$ cat src/rtl/vend_if.sv
// Coin-decoder-to-vending-controller bundle: decoder inputs plus the
// controller's credit, dispense, change and reject outputs.
interface vend_if #(
    parameter int CREDIT_W = 6
);
    logic                pressed_i;
    logic [4:0]          value_i;
    logic                cancel_i;
    logic [CREDIT_W-1:0] credit_o;
    logic                soda_o;
    logic [4:0]          change_o;
    logic                change_valid_o;
    logic                reject_o;

    modport master (
        output pressed_i, value_i, cancel_i,
        input  credit_o, soda_o, change_o, change_valid_o, reject_o
    );

    modport slave (
        input  pressed_i, value_i, cancel_i,
        output credit_o, soda_o, change_o, change_valid_o, reject_o
    );
endinterface

$ cat src/rtl/vend_controller.sv
// Credit-accumulating vending FSM: sums coins, dispenses with change, refunds on cancel.
// Define VEND_TIMEOUT_EN to auto-refund after TIMEOUT_CYC idle cycles in COLLECT.
module vend_controller #(
    parameter int PRICE       = 20,
    parameter int CREDIT_W    = 6,
    parameter int TIMEOUT_CYC = 1000
) (
    input  logic  clk_i,
    input  logic  rst_i,
    vend_if.slave bus
);

    if (PRICE % 5 != 0 || PRICE < 5 || PRICE + 20 > (1 << CREDIT_W) - 1) begin : g_bad_price
        $error("vend_controller: PRICE does not fit the credit register");
    end
    if (TIMEOUT_CYC < 1) begin : g_bad_timeout
        $error("vend_controller: TIMEOUT_CYC must be at least 1");
    end

    typedef enum logic [1:0] {
        S_IDLE,
        S_COLLECT,
        S_VEND,
        S_REFUND
    } state_e;

    localparam logic [CREDIT_W-1:0] PRICE_C = CREDIT_W'(PRICE);

    state_e              state_q, state_d;
    logic [CREDIT_W-1:0] credit_q, credit_d;
    logic [4:0]          change_q, change_d;
    logic                reject_q, reject_d;
    logic                pressed_q;

    logic                coin_edge;
    logic [CREDIT_W-1:0] sum;

    assign coin_edge = bus.pressed_i & ~pressed_q;
    assign sum       = credit_q + CREDIT_W'(bus.value_i);

`ifdef VEND_TIMEOUT_EN
    localparam int CNT_W = $clog2(TIMEOUT_CYC + 1);
    localparam logic [CNT_W-1:0] CNT_LIM = CNT_W'(TIMEOUT_CYC - 1);

    logic [CNT_W-1:0] cnt_q, cnt_d;

    always_ff @(posedge clk_i) begin
        if (rst_i) cnt_q <= '0;
        else       cnt_q <= cnt_d;
    end
`endif

    // NOTE: state registers use non-blocking assignments so every flop samples
    // the pre-edge values; blocking here would create order-dependent races.
    always_ff @(posedge clk_i) begin
        if (rst_i) begin
            state_q   <= S_IDLE;
            credit_q  <= '0;
            change_q  <= '0;
            reject_q  <= 1'b0;
            pressed_q <= 1'b0;
        end else begin
            state_q   <= state_d;
            credit_q  <= credit_d;
            change_q  <= change_d;
            reject_q  <= reject_d;
            pressed_q <= bus.pressed_i;
        end
    end

    // NOTE: every next-state signal gets a default before the case so no path
    // leaves one unassigned, which would infer a latch.
    always_comb begin
        state_d  = state_q;
        credit_d = credit_q;
        change_d = '0;
        reject_d = 1'b0;
`ifdef VEND_TIMEOUT_EN
        cnt_d    = '0;
`endif
        case (state_q)
            S_IDLE, S_COLLECT: begin
                if (coin_edge && bus.value_i == 5'd0) begin
                    reject_d = 1'b1;
`ifdef VEND_TIMEOUT_EN
                    // A rejected coin is not activity; keep the idle count running.
                    if (state_q == S_COLLECT)
                        cnt_d = (cnt_q >= CNT_LIM) ? cnt_q : cnt_q + 1'b1;
`endif
                end else if (coin_edge) begin
                    credit_d = sum;
                    if (sum >= PRICE_C) begin
                        state_d  = S_VEND;
                        change_d = 5'(sum - PRICE_C);
                    end else if (bus.cancel_i) begin
                        state_d  = S_REFUND;
                        change_d = 5'(sum);
                    end else begin
                        state_d  = S_COLLECT;
                    end
                end else if (state_q == S_COLLECT && bus.cancel_i) begin
                    state_d  = S_REFUND;
                    change_d = 5'(credit_q);
                end
`ifdef VEND_TIMEOUT_EN
                else if (state_q == S_COLLECT) begin
                    if (cnt_q >= CNT_LIM) begin
                        state_d  = S_REFUND;
                        change_d = 5'(credit_q);
                    end else begin
                        cnt_d = cnt_q + 1'b1;
                    end
                end
`endif
            end
            S_VEND, S_REFUND: begin
                // Coins arriving while paying out are refused, not queued.
                state_d  = S_IDLE;
                credit_d = '0;
                reject_d = coin_edge;
            end
            default: begin
                state_d  = S_IDLE;
                credit_d = '0;
            end
        endcase
    end

    assign bus.credit_o       = credit_q;
    assign bus.soda_o         = (state_q == S_VEND);
    assign bus.change_valid_o = (state_q == S_VEND) || (state_q == S_REFUND);
    assign bus.change_o       = change_q;
    assign bus.reject_o       = reject_q;

endmodule

$ cat src/flat_wrapper.sv
// flat-port wrapper written by rule: the top's interface ports become plain ports
module vend_controller_flat 
#(
    parameter int PRICE       = 20,
    parameter int CREDIT_W    = 6,
    parameter int TIMEOUT_CYC = 1000
)
  (clk_i, rst_i, bus_pressed_i, bus_value_i, bus_cancel_i, bus_credit_o, bus_soda_o, bus_change_o, bus_change_valid_o, bus_reject_o);
  vend_if #(.CREDIT_W(CREDIT_W)) bus_i ();
  input  logic clk_i;
  input  logic rst_i;
  input wire logic [$bits(bus_i.pressed_i)-1:0] bus_pressed_i;
  input wire logic [$bits(bus_i.value_i)-1:0] bus_value_i;
  input wire logic [$bits(bus_i.cancel_i)-1:0] bus_cancel_i;
  output wire logic [$bits(bus_i.credit_o)-1:0] bus_credit_o;
  output wire logic [$bits(bus_i.soda_o)-1:0] bus_soda_o;
  output wire logic [$bits(bus_i.change_o)-1:0] bus_change_o;
  output wire logic [$bits(bus_i.change_valid_o)-1:0] bus_change_valid_o;
  output wire logic [$bits(bus_i.reject_o)-1:0] bus_reject_o;
  assign bus_i.pressed_i = bus_pressed_i;
  assign bus_i.value_i = bus_value_i;
  assign bus_i.cancel_i = bus_cancel_i;
  assign bus_credit_o = bus_i.credit_o;
  assign bus_soda_o = bus_i.soda_o;
  assign bus_change_o = bus_i.change_o;
  assign bus_change_valid_o = bus_i.change_valid_o;
  assign bus_reject_o = bus_i.reject_o;
  vend_controller #(.PRICE(PRICE), .CREDIT_W(CREDIT_W), .TIMEOUT_CYC(TIMEOUT_CYC)) u_core (.clk_i(clk_i), .rst_i(rst_i), .bus(bus_i));
endmodule
$ cat config.mk
export PLATFORM = sky130hd
export DESIGN_NAME = vend_controller_flat
export DESIGN_NICKNAME = d
export VERILOG_FILES = /design/src/rtl/vend_if.sv /design/src/rtl/vend_controller.sv /design/src/flat_wrapper.sv
export SDC_FILE = /design/constraint.sdc
export NUM_CORES = 1
export LEC_CHECK = 0
export ABC_AREA = 1
export CAP_MARGIN = 20
export CORE_MARGIN = 5
export CORE_UTILIZATION = 30
export CTS_BUF_LIST = sky130_fd_sc_hd__clkbuf_16
export DETAILED_ROUTE_END_ITERATION = 10
export GPL_TIMING_DRIVEN = 0
export PLACE_DENSITY = 0.5
export SYNTH_ARGS = -nofsm -noshare
export SYNTH_HDL_FRONTEND = slang
export SYNTH_SLANG_ARGS = --single-unit
$ cat constraint.sdc
create_clock -name clk_i -period 2.45 [get_ports clk_i]
set_input_delay 0.245 -clock clk_i [delete_from_list [all_inputs] [get_ports clk_i]]
set_output_delay 0.245 -clock clk_i [all_outputs]
set_load 0.05 [all_outputs]
Word level (Yosys, flattened, before mapping)

Index checks and enable logic that the tools add are counted.

Equality and inequality tests: 6
$lt $le $gt $ge: 1
Mux-type cells: 15
Add/sub/neg operators: 2
Bitwise logic cells: 3
Div/mod/pow operators: 0
Reductions and logical operators: 10
Shifts and indexed selects: 0
Multiply operators: 0

Operators by type and width:

| cell                                                 | number |
|---|---|
| two-way mux 5 bit                                    | 4 |
| two-way mux 6 bit                                    | 2 |
| case mux 6 bit (2 select lines)                      | 1 |
| two-way mux 2 bit                                    | 5 |
| adder 6 x 5 -> 6 bit                                 | 1 |
| >= comparator 6 x 5 -> 1 bit (second input constant) | 1 |
| logical NOT 5 bit                                    | 1 |
| subtractor 5 bit (second input constant)             | 1 |
| == test 2 bit (second input constant)                | 2 |
| case mux 2 bit (2 select lines)                      | 1 |
| AND reduction 2 bit                                  | 2 |
| OR reduction 2 bit                                   | 2 |
| != test 3 x 1 -> 1 bit (second input constant)       | 1 |
| OR reduction 3 bit                                   | 1 |
| == test 2 x 1 -> 1 bit (second input constant)       | 1 |
| logical AND 1 bit                                    | 2 |
| logical NOT 2 bit                                    | 1 |
| != test 2 x 1 -> 1 bit (second input constant)       | 1 |
| != test 2 bit (second input constant)                | 1 |
| inverter 1 bit                                       | 2 |
| case mux 1 bit (2 select lines)                      | 1 |
| AND 1 bit                                            | 1 |
| logical OR 1 bit                                     | 1 |
| two-way mux 1 bit                                    | 1 |

Bits in writable memories: 0
Memories kept: 0
Bits of input ports: 9
ROM bits: 0
Output and inout port bits: 14
Bits in latches: 0
Bits in registers: 15

Longest topological paths before layout

Gate-level depths: netlist of run 1.

Depth after elaboration: 6
Depth in mapped cells: 16

Least setup slack after synthesis of run 1

OpenSTA, ideal clock, no wires.

Path kind: register to register
Start point: reg u_core.credit_q[0] (netlist: u_core.bus.credit_o[0])
End point: reg u_core.change_q[4] (netlist: u_core.bus.change_o[4])
Arrival: 2.308 ns
Path slack: 0.076 ns
Period minus slack after synthesis: 2.374 ns
Stages on the path, launching flop included: 13
Cell sequence: dfxtp_1 > ha_1 > fa_1 > xor2_1 > inv_1 > ha_1 > nand2_1 > nand3_4 > nand3_4 > nand2_1 > nand2_1 > nand2_1 > a21oi_2

Cells in the longest elaborated chain, start to end: 4
Elaborated cells on any way between the ends: 6

Ends and longest elaborated chain:

| what                                           | RTL line              | text |
|---|---|---|
| from (decl)                                    | vend_controller.sv:30 | `logic [CREDIT_W-1:0] credit_q, credit_d;` |
| from (signal assigned)                         | vend_controller.sv:64 | `credit_q <= credit_d;` |
| adder 6 x 5 -> 6 bit (*)                       | vend_controller.sv:39 | `assign sum = credit_q + CREDIT_W'(bus.value_i);` |
| subtractor 5 bit, or another cell as far along | vend_controller.sv:94 | `change_d = 5'(sum - PRICE_C);` |
| two-way mux 5 bit (*)                          | vend_controller.sv:92 | `if (sum >= PRICE_C) begin` |
| two-way mux 5 bit (*)                          | vend_controller.sv:90 | `end else if (coin_edge) begin` |
| to (signal assigned)                           | vend_controller.sv:65 | `change_q <= change_d;` |
| to (decl)                                      | vend_controller.sv:31 | `logic [4:0] change_q, change_d;` |

Every way passes the cells marked *; elsewhere a longest branch is shown, timed or not.
A chain may end at the register's enable or synchronous reset.

Final worst setup path of run 1

Start point: in bus_value_i[0]
End point: reg u_core.change_q[4] (netlist: u_core.bus.change_o[4])

Cells in the longest elaborated chain, start to end: 4
Elaborated cells on any way between the ends: 9

Ends and longest elaborated chain:

| what                                           | RTL line              | text |
|---|---|---|
| from (decl)                                    | flat_wrapper.sv:13    | `input wire logic [$bits(bus_i.value_i)-1:0] bus_value_i;` |
| adder 6 x 5 -> 6 bit                           | vend_controller.sv:39 |  |
| subtractor 5 bit, or another cell as far along | vend_controller.sv:94 |  |
| two-way mux 5 bit                              | vend_controller.sv:92 |  |
| two-way mux 5 bit                              | vend_controller.sv:90 |  |

Parallel ways exist; a longest one is shown, timed or not.

==> results of run 1 <==
[Yosys cell counts]
master	n	share of area, %
nor2_1	9	3.3
o21ai_0	1	0.49
inv_1	16	5.9
xor2_1	1	0.86
a211oi_1	1	0.74
a21oi_2	3	2.6
nand3_4	2	3.5
nand2_1	38	14
dfxtp_1	15	30
inv_2	2	0.74
o211ai_2	1	1.2
nand3_1	14	6.9
nor2_2	3	1.8
clkbuf_1	2	0.74
nand4_1	2	1.2
nand2_4	1	1.1
nand3_2	4	3.9
fa_1	1	2.0
nand2_2	6	3.7
a31oi_1	2	1.2
a21oi_1	10	4.9
nand3b_1	1	0.74
ha_1	7	8.6
[state kept, by name (all words and copies together), names as in the netlist]
register,flops
u_core.bus.change_o,5
u_core.bus.credit_o,6
u_core.bus.reject_o,1
u_core.pressed_q,1
u_core.state_q,2
[final timing paths]
kind	start	end	slack, ps	cells past startpoint
worst max register to register	u_core.bus.credit_o[0]	u_core.bus.change_o[4]	200	12
worst max-delay path	bus_value_i[0]	u_core.bus.change_o[4]	160	13
worst min-delay path	rst_i	u_core.pressed_q	390	2
worst min register to register	u_core.bus.credit_o[4]	u_core.bus.credit_o[4]	510	2
[report_power, final]
group | total [mW] | switching, mW | leakage, nW | internal, mW
combinational | 0.353 | 0.226 | 0.449 | 0.127
clock | 0.312 | 0.0959 | 0.0423 | 0.216
sequential | 0.283 | 0.0178 | 0.123 | 0.265
total | 0.948 | 0.340 | 0.614 | 0.609
[per-stage QoR]
stage / TNS [ps] / hold slack, ps / area, um^2 / setup WS, ps / util (%)
global route: -13.1 / 460 / 1380 / -7.64 / 41.8
finish: 0 / 389 / 1380 / 157 / 41.8
detailed placement: -1750 / 511 / 1280 / -292 / 38.7
floorplan: 0 / 352 / 1010 / 75.6 / -
CTS: 0 / 399 / 1370 / 51.5 / 41.3
global placement: -1850 / 512 / 1280 / -308 / 38.7
[layer usage]
metal	vias up	track usage [%]	routed length (um)
li1	516	-	-
met1	445	15.1	1200
met2	19	20.9	1200
met3	0	4.27	125
met4	0	1.24	0
met5	-	0	0
[logic make-up (layout without fill, tap and decap cells)]
group	after synthesis	in the layout	share of synthesized area (%)
compound gates	18	18	11.2
xor+xnor	1	1	0.863
fa+ha+maj	8	8	10.6
buf+inv	20	47	7.40
flops	15	15	29.6
simple gates	80	80	40.3
[layout make-up]
class / count / area [um^2]
flip-flops and latches: 15 / 300
clock inverters: 1 / 3.75
clock buffers: 3 / 75.1
inverters: 18 / 67.6
repair buffers: 23 / 225
plain buffers: 2 / 7.51
well taps: 46 / 57.6
multi-input cells: 107 / 647
fillers: 357 / 1930
[timing repair]
item,4_1_cts,5_1_grt
resized for setup,1,0
buffers inserted,0,2
setup endpoints to repair,4,6
pin swaps,0,1
hold endpoints to repair,0,0
[worst reg2reg max path, delay by kind of cell (launching register included)]
family | cells | cell delay, ps
simple gates | 6 | 530
buf+inv | 1 | 70
compound gates | 1 | 100
fa+ha+maj | 3 | 920
xor+xnor | 1 | 230
flops | 1 | 350
==> run summary, run 1 <==
Outcome: finished clean
GRT overflow: 0
CTS buffer count: 3
DRC: 0
Core Region: 3310 um^2
Worst path arrival time: 2470 ps
Delay-heaviest family, CP: adder cells
Worst path max stage delay: 440 ps
Vias in the first global route: 986
Fin. max-slew vios: 0
CP Launch Type: primary input
Power Total: 0.948 mW
First-pass GRT wire length: 4300 um
WL per Instance: 11.7 um
Slowest CP cell: fa_1
Synthesized flop and latch total: 15
Critical path, cell by cell: clkdlybuf4s50_1 -> ha_1 -> fa_1 -> xor2_2 -> inv_1 -> ha_1 -> nand2_1 -> nand3_4 -> nand3_4 -> nand2_1 -> nand2_1 -> nand2_1 -> a21oi_2
DRT antenna net count: 0
Routed wire length: 2520 um
CP max FO: 5
Setup violators final: 0
Row count: 21
Post-DR vias/cell: 4.56
Power per cell area: 685 nW/um^2
Syn avg cell area: 7.15 um^2
Top Ports: 23
Clk buf depth: 2
Crit path capture type: register
Clock sink total: 15
Die X: 68.2 um
VDD IR max: 0.000427 V
Worst-margin pin slew: 504 ps
Area delta synth->final: 36.4%
Gp weighted congestion: 0.832
Die area: 4650 um^2
CP required: 2630 ps
Synth Warn #: 0
Global-route usage over all layers: 12.2%
Fmax: 436 MHz
Syn_nets: 159
Final Non-Filler Cells: 215
# placed instances: 209
Largest net degree at the start of global routing: 11
Via count: 980
IO Port Bufs: 21
Min-delay worst type: primary input to register
Ant diodes: 0
Leakage power: 0.614 nW
Final hold viol count: 0
Count of cell types in the netlist: 23
CP most frequent cell: nand2_1
Starting density of the core: 30.7%
Clock Pin Slew Worst Setup and Hold Paths: 50 ps
Mapped Area: 1010 um^2
Worst skew pair latency: 240 ps
Iteration-0 DRC Markers: 29
Nets@finish: 187
Seq/Total Area, Yosys: 29.6%
Syn Inst Count: 142
Setup CP Type: primary input to register
Most frequent cells in the layout: 38 x nand2_1, 21 x clkdlybuf4s50_1, 17 x inv_1
Minimum clock period: 2290 ps
H-tree levels: 1
CTS tree: done
Hold bufs inserted after CTS: 0
DP HPWL: 2070 um
Worst rel slew slack: 66.3%
Share of post-route cells with drive strength above 1: 16.6%
Crit path buf inv count: 2
Initial antenna violation count: 0
First-pass DRT Iterations: 4
Die Y: 68.2 um
Root Driver: clkbuf_16
Fin crit share: 93.6%
Commonest non-fill, non-tap cell in the layout: nand2_1
Layout Skew: 4.46 ps
Max Cap Violations: 0
No activity file was read; power rests on OpenSTA's default activity.
==> run 2: changes to the inputs <==
--- a/config.mk
+++ b/config.mk
@@ -12,7 +12,7 @@
 export CTS_BUF_LIST = sky130_fd_sc_hd__clkbuf_16
 export DETAILED_ROUTE_END_ITERATION = 10
 export GPL_TIMING_DRIVEN = 0
-export PLACE_DENSITY = 0.5
+export PLACE_DENSITY = 0.52
 export SYNTH_ARGS = -nofsm -noshare
 export SYNTH_HDL_FRONTEND = slang
 export SYNTH_SLANG_ARGS = --single-unit
==> constraint.sdc (replaced) <==
create_clock -name clk_i -period 1.95 [get_ports clk_i]
set_input_delay 0.195 -clock clk_i [delete_from_list [all_inputs] [get_ports clk_i]]
set_output_delay 0.195 -clock clk_i [all_outputs]
set_load 0.05 [all_outputs]
==> run 2 against run 1 <==
  * The run now ends with negative setup slack left
  * Non-clock buffer count is 5 higher
  * First-iteration DRC count is 34% lower
  * Via count is 5.7% higher
  * Sequential cell count stayed put
  * Clock power is 25% higher
  * Global-route usage is 0.85 points higher
  * Combinational power is 39% higher
  * Critical path depth is 1 lower
  * Count of clock-buffer cells in the layout stayed put
==> run summary, run 2 (synthesis results as in run 1) <==
Core Region: 3310 um^2 (unchanged)
CP required: 2130 ps (was 2630 ps)
Vias in the first global route: 1,046 (was 986)
CTS tree: done (unchanged)
Row count: 21 (unchanged)
IO Port Bufs: 21 (unchanged)
Max Cap Violations: 0 (unchanged)
Routed wire length: 2670 um (was 2520 um)
Area delta synth->final: 47.7% (was 36.4%)
Most frequent cells in the layout: 35 x nand2_1, 18 x clkdlybuf4s50_1, 17 x inv_1 (was 38 x nand2_1, 21 x clkdlybuf4s50_1, 17 x inv_1)
Post-DR vias/cell: 4.71 (was 4.56)
Gp weighted congestion: 0.812 (was 0.832)
Die X: 68.2 um (unchanged)
Fin. max-slew vios: 0 (unchanged)
DRT antenna net count: 0 (unchanged)
Fin crit share: 102%
Setup tns final: -34.1 ps (was 0 ps)
Max FFs per register: 6 (unchanged)
Final hold viol count: 0 (unchanged)
CP max FO: 5 (unchanged)
Power per cell area: 826 nW/um^2 (was 685 nW/um^2)
Leakage power: 0.657 nW (was 0.614 nW)
Setup violators final: 2 (was 0)
Outcome: finished with violations (was finished clean)
Die area: 4650 um^2 (unchanged)
Root Driver: clkbuf_16 (unchanged)
CP Launch Type: register (was primary input)
Clock Pin Slew Worst Setup and Hold Paths: 50 ps (about the same)
Layout Skew: 1.78 ps (was 4.46 ps)
DRC: 0 (unchanged)
Power Total: 1.24 mW (was 0.948 mW)
Worst rel slew slack: 66.3% (about the same)
Die Y: 68.2 um (unchanged)
Final setup margin: -33.2 ps (was 157 ps)
First-pass DRT Iterations: 4 (unchanged)
Initial antenna violation count: 0 (unchanged)
Min-delay worst type: primary input to register (unchanged)
Crit path capture type: register (unchanged)
Clk buf depth: 2 (unchanged)
# placed instances: 209 (unchanged)
Clock sink total: 15 (unchanged)
Worst skew pair latency: 240 ps (about the same)
Hold bufs inserted after CTS: 0 (unchanged)
Failing checks: negative setup slack
Worst path arrival time: 2160 ps (was 2470 ps)
WL per Instance: 12.2 um (was 11.7 um)
Setup crit start: u_core.bus.credit_o[0] (was bus_value_i[0])
Largest net degree at the start of global routing: 11 (unchanged)
Iteration-0 DRC Markers: 19 (was 29)
Unrepaired setup endpoints after global routing: true
Via count: 1,036 (was 980)
Setup CP Type: register to register (was primary input to register)
Worst-margin pin slew: 504 ps (about the same)
Top Ports: 23 (unchanged)
Minimum clock period: 1980 ps
Critical hold path startpoint: rst_i (unchanged)
Hold depth: 2 (unchanged)
Commonest non-fill, non-tap cell in the layout: nand2_1 (unchanged)
Ant diodes: 0 (unchanged)
Share of post-route cells with drive strength above 1: 26.4% (was 16.6%)
H-tree levels: 1 (unchanged)
Fmax: 504 MHz
Reg2Reg Launch Point: u_core.bus.credit_o[0] (unchanged)
Starting density of the core: 30.7% (unchanged)
CTS buffer count: 3 (unchanged)
GRT overflow: 0 (unchanged)
DP HPWL: 2130 um (was 2070 um)
Global-route usage over all layers: 13.0% (was 12.2%)
Final Non-Filler Cells: 220 (was 215)
First-pass GRT wire length: 4500 um (was 4300 um)
Reg2reg path depth: 12 (unchanged)
Nets@finish: 192 (was 187)
VDD IR max: 0.000562 V (was 0.000427 V)
-- run 2: cell types whose count changed in the layout (fill, tap and decap cells not counted), sizes merged --
cell,delta
buf,+5
clkdlybuf4s50,-3
dlygate4sd2,+1
dlymetal6s2s,+2
-- run 2: final cells by class --
class,count,area [um^2]
fill,356,1810
multi-input combinational,107,711
sequential,15,310
timing repair buffer,28,267
clock buffer,3,75.1
inverter,18,67.6
tap,46,57.6
buffer,2,7.51
clock inverter,1,3.75
-- run 2: routing by layer --
layer	GRT usage, %	part of all wire, %
met5	0	0
met4	4.96	1.0
met2	21.8	49
met1	15.3	46
met3	4.43	4.0
-- run 2: path summary, 6_finish.rpt --
kind	end	slack [ps]
setup reg to reg	u_core.bus.change_o[4]	-30
hold / removal	u_core.pressed_q	350
setup / recovery	u_core.bus.change_o[4]	-30
hold reg to reg	u_core.bus.credit_o[3]	500
-- run 2: repair_timing --
action,CTS,global route
endpoints found under the setup margin,7,7
resized for setup,4,4
pin swaps,6,5
buffers inserted,6,1
-- run 2: per-stage QoR --
stage | util (%) | area [um^2] | worst slack [ps] | hold slack [ps]
6_report | 45.3 | 1500 | -33.2 | 352
5_1_grt | 45.3 | 1500 | -166 | 384
4_1_cts | 44.4 | 1470 | -161 | 363
3_5_place_dp | 40.2 | 1330 | -508 | 491
3_3_place_gp | 40.2 | 1330 | -476 | 496
2_1_floorplan | - | 1060 | -10.4 | 302
-- run 2: worst max-delay path, cell delays in order, from the launching register on --
cell,delay [ps]
dfxtp_4,350
ha_4,160
fa_2,380
xor2_4,190
ha_2,200
nand2_2,50
nand2_2,80
nand3_4,130
nand3_4,110
nand2_1,50
nand2_1,50
nand2_1,60
a21oi_2,100
-- run 2: power breakdown --
part | internal (mW) | total, mW | switching [mW] | leakage, nW
combinational | 0.191 | 0.490 | 0.299 | 0.490
sequential | 0.334 | 0.358 | 0.0240 | 0.125
clock | 0.271 | 0.391 | 0.120 | 0.0423
total | 0.796 | 1.24 | 0.442 | 0.657
==> run 3: changes to the inputs <==
--- a/config.mk
+++ b/config.mk
@@ -13,6 +13,7 @@
 export DETAILED_ROUTE_END_ITERATION = 10
 export GPL_TIMING_DRIVEN = 0
 export PLACE_DENSITY = 0.52
+export SLEW_MARGIN = 30
 export SYNTH_ARGS = -nofsm -noshare
 export SYNTH_HDL_FRONTEND = slang
 export SYNTH_SLANG_ARGS = --single-unit
==> results of run 3 <==
The final DEF is identical to that of run 2; final timing and power are the same.
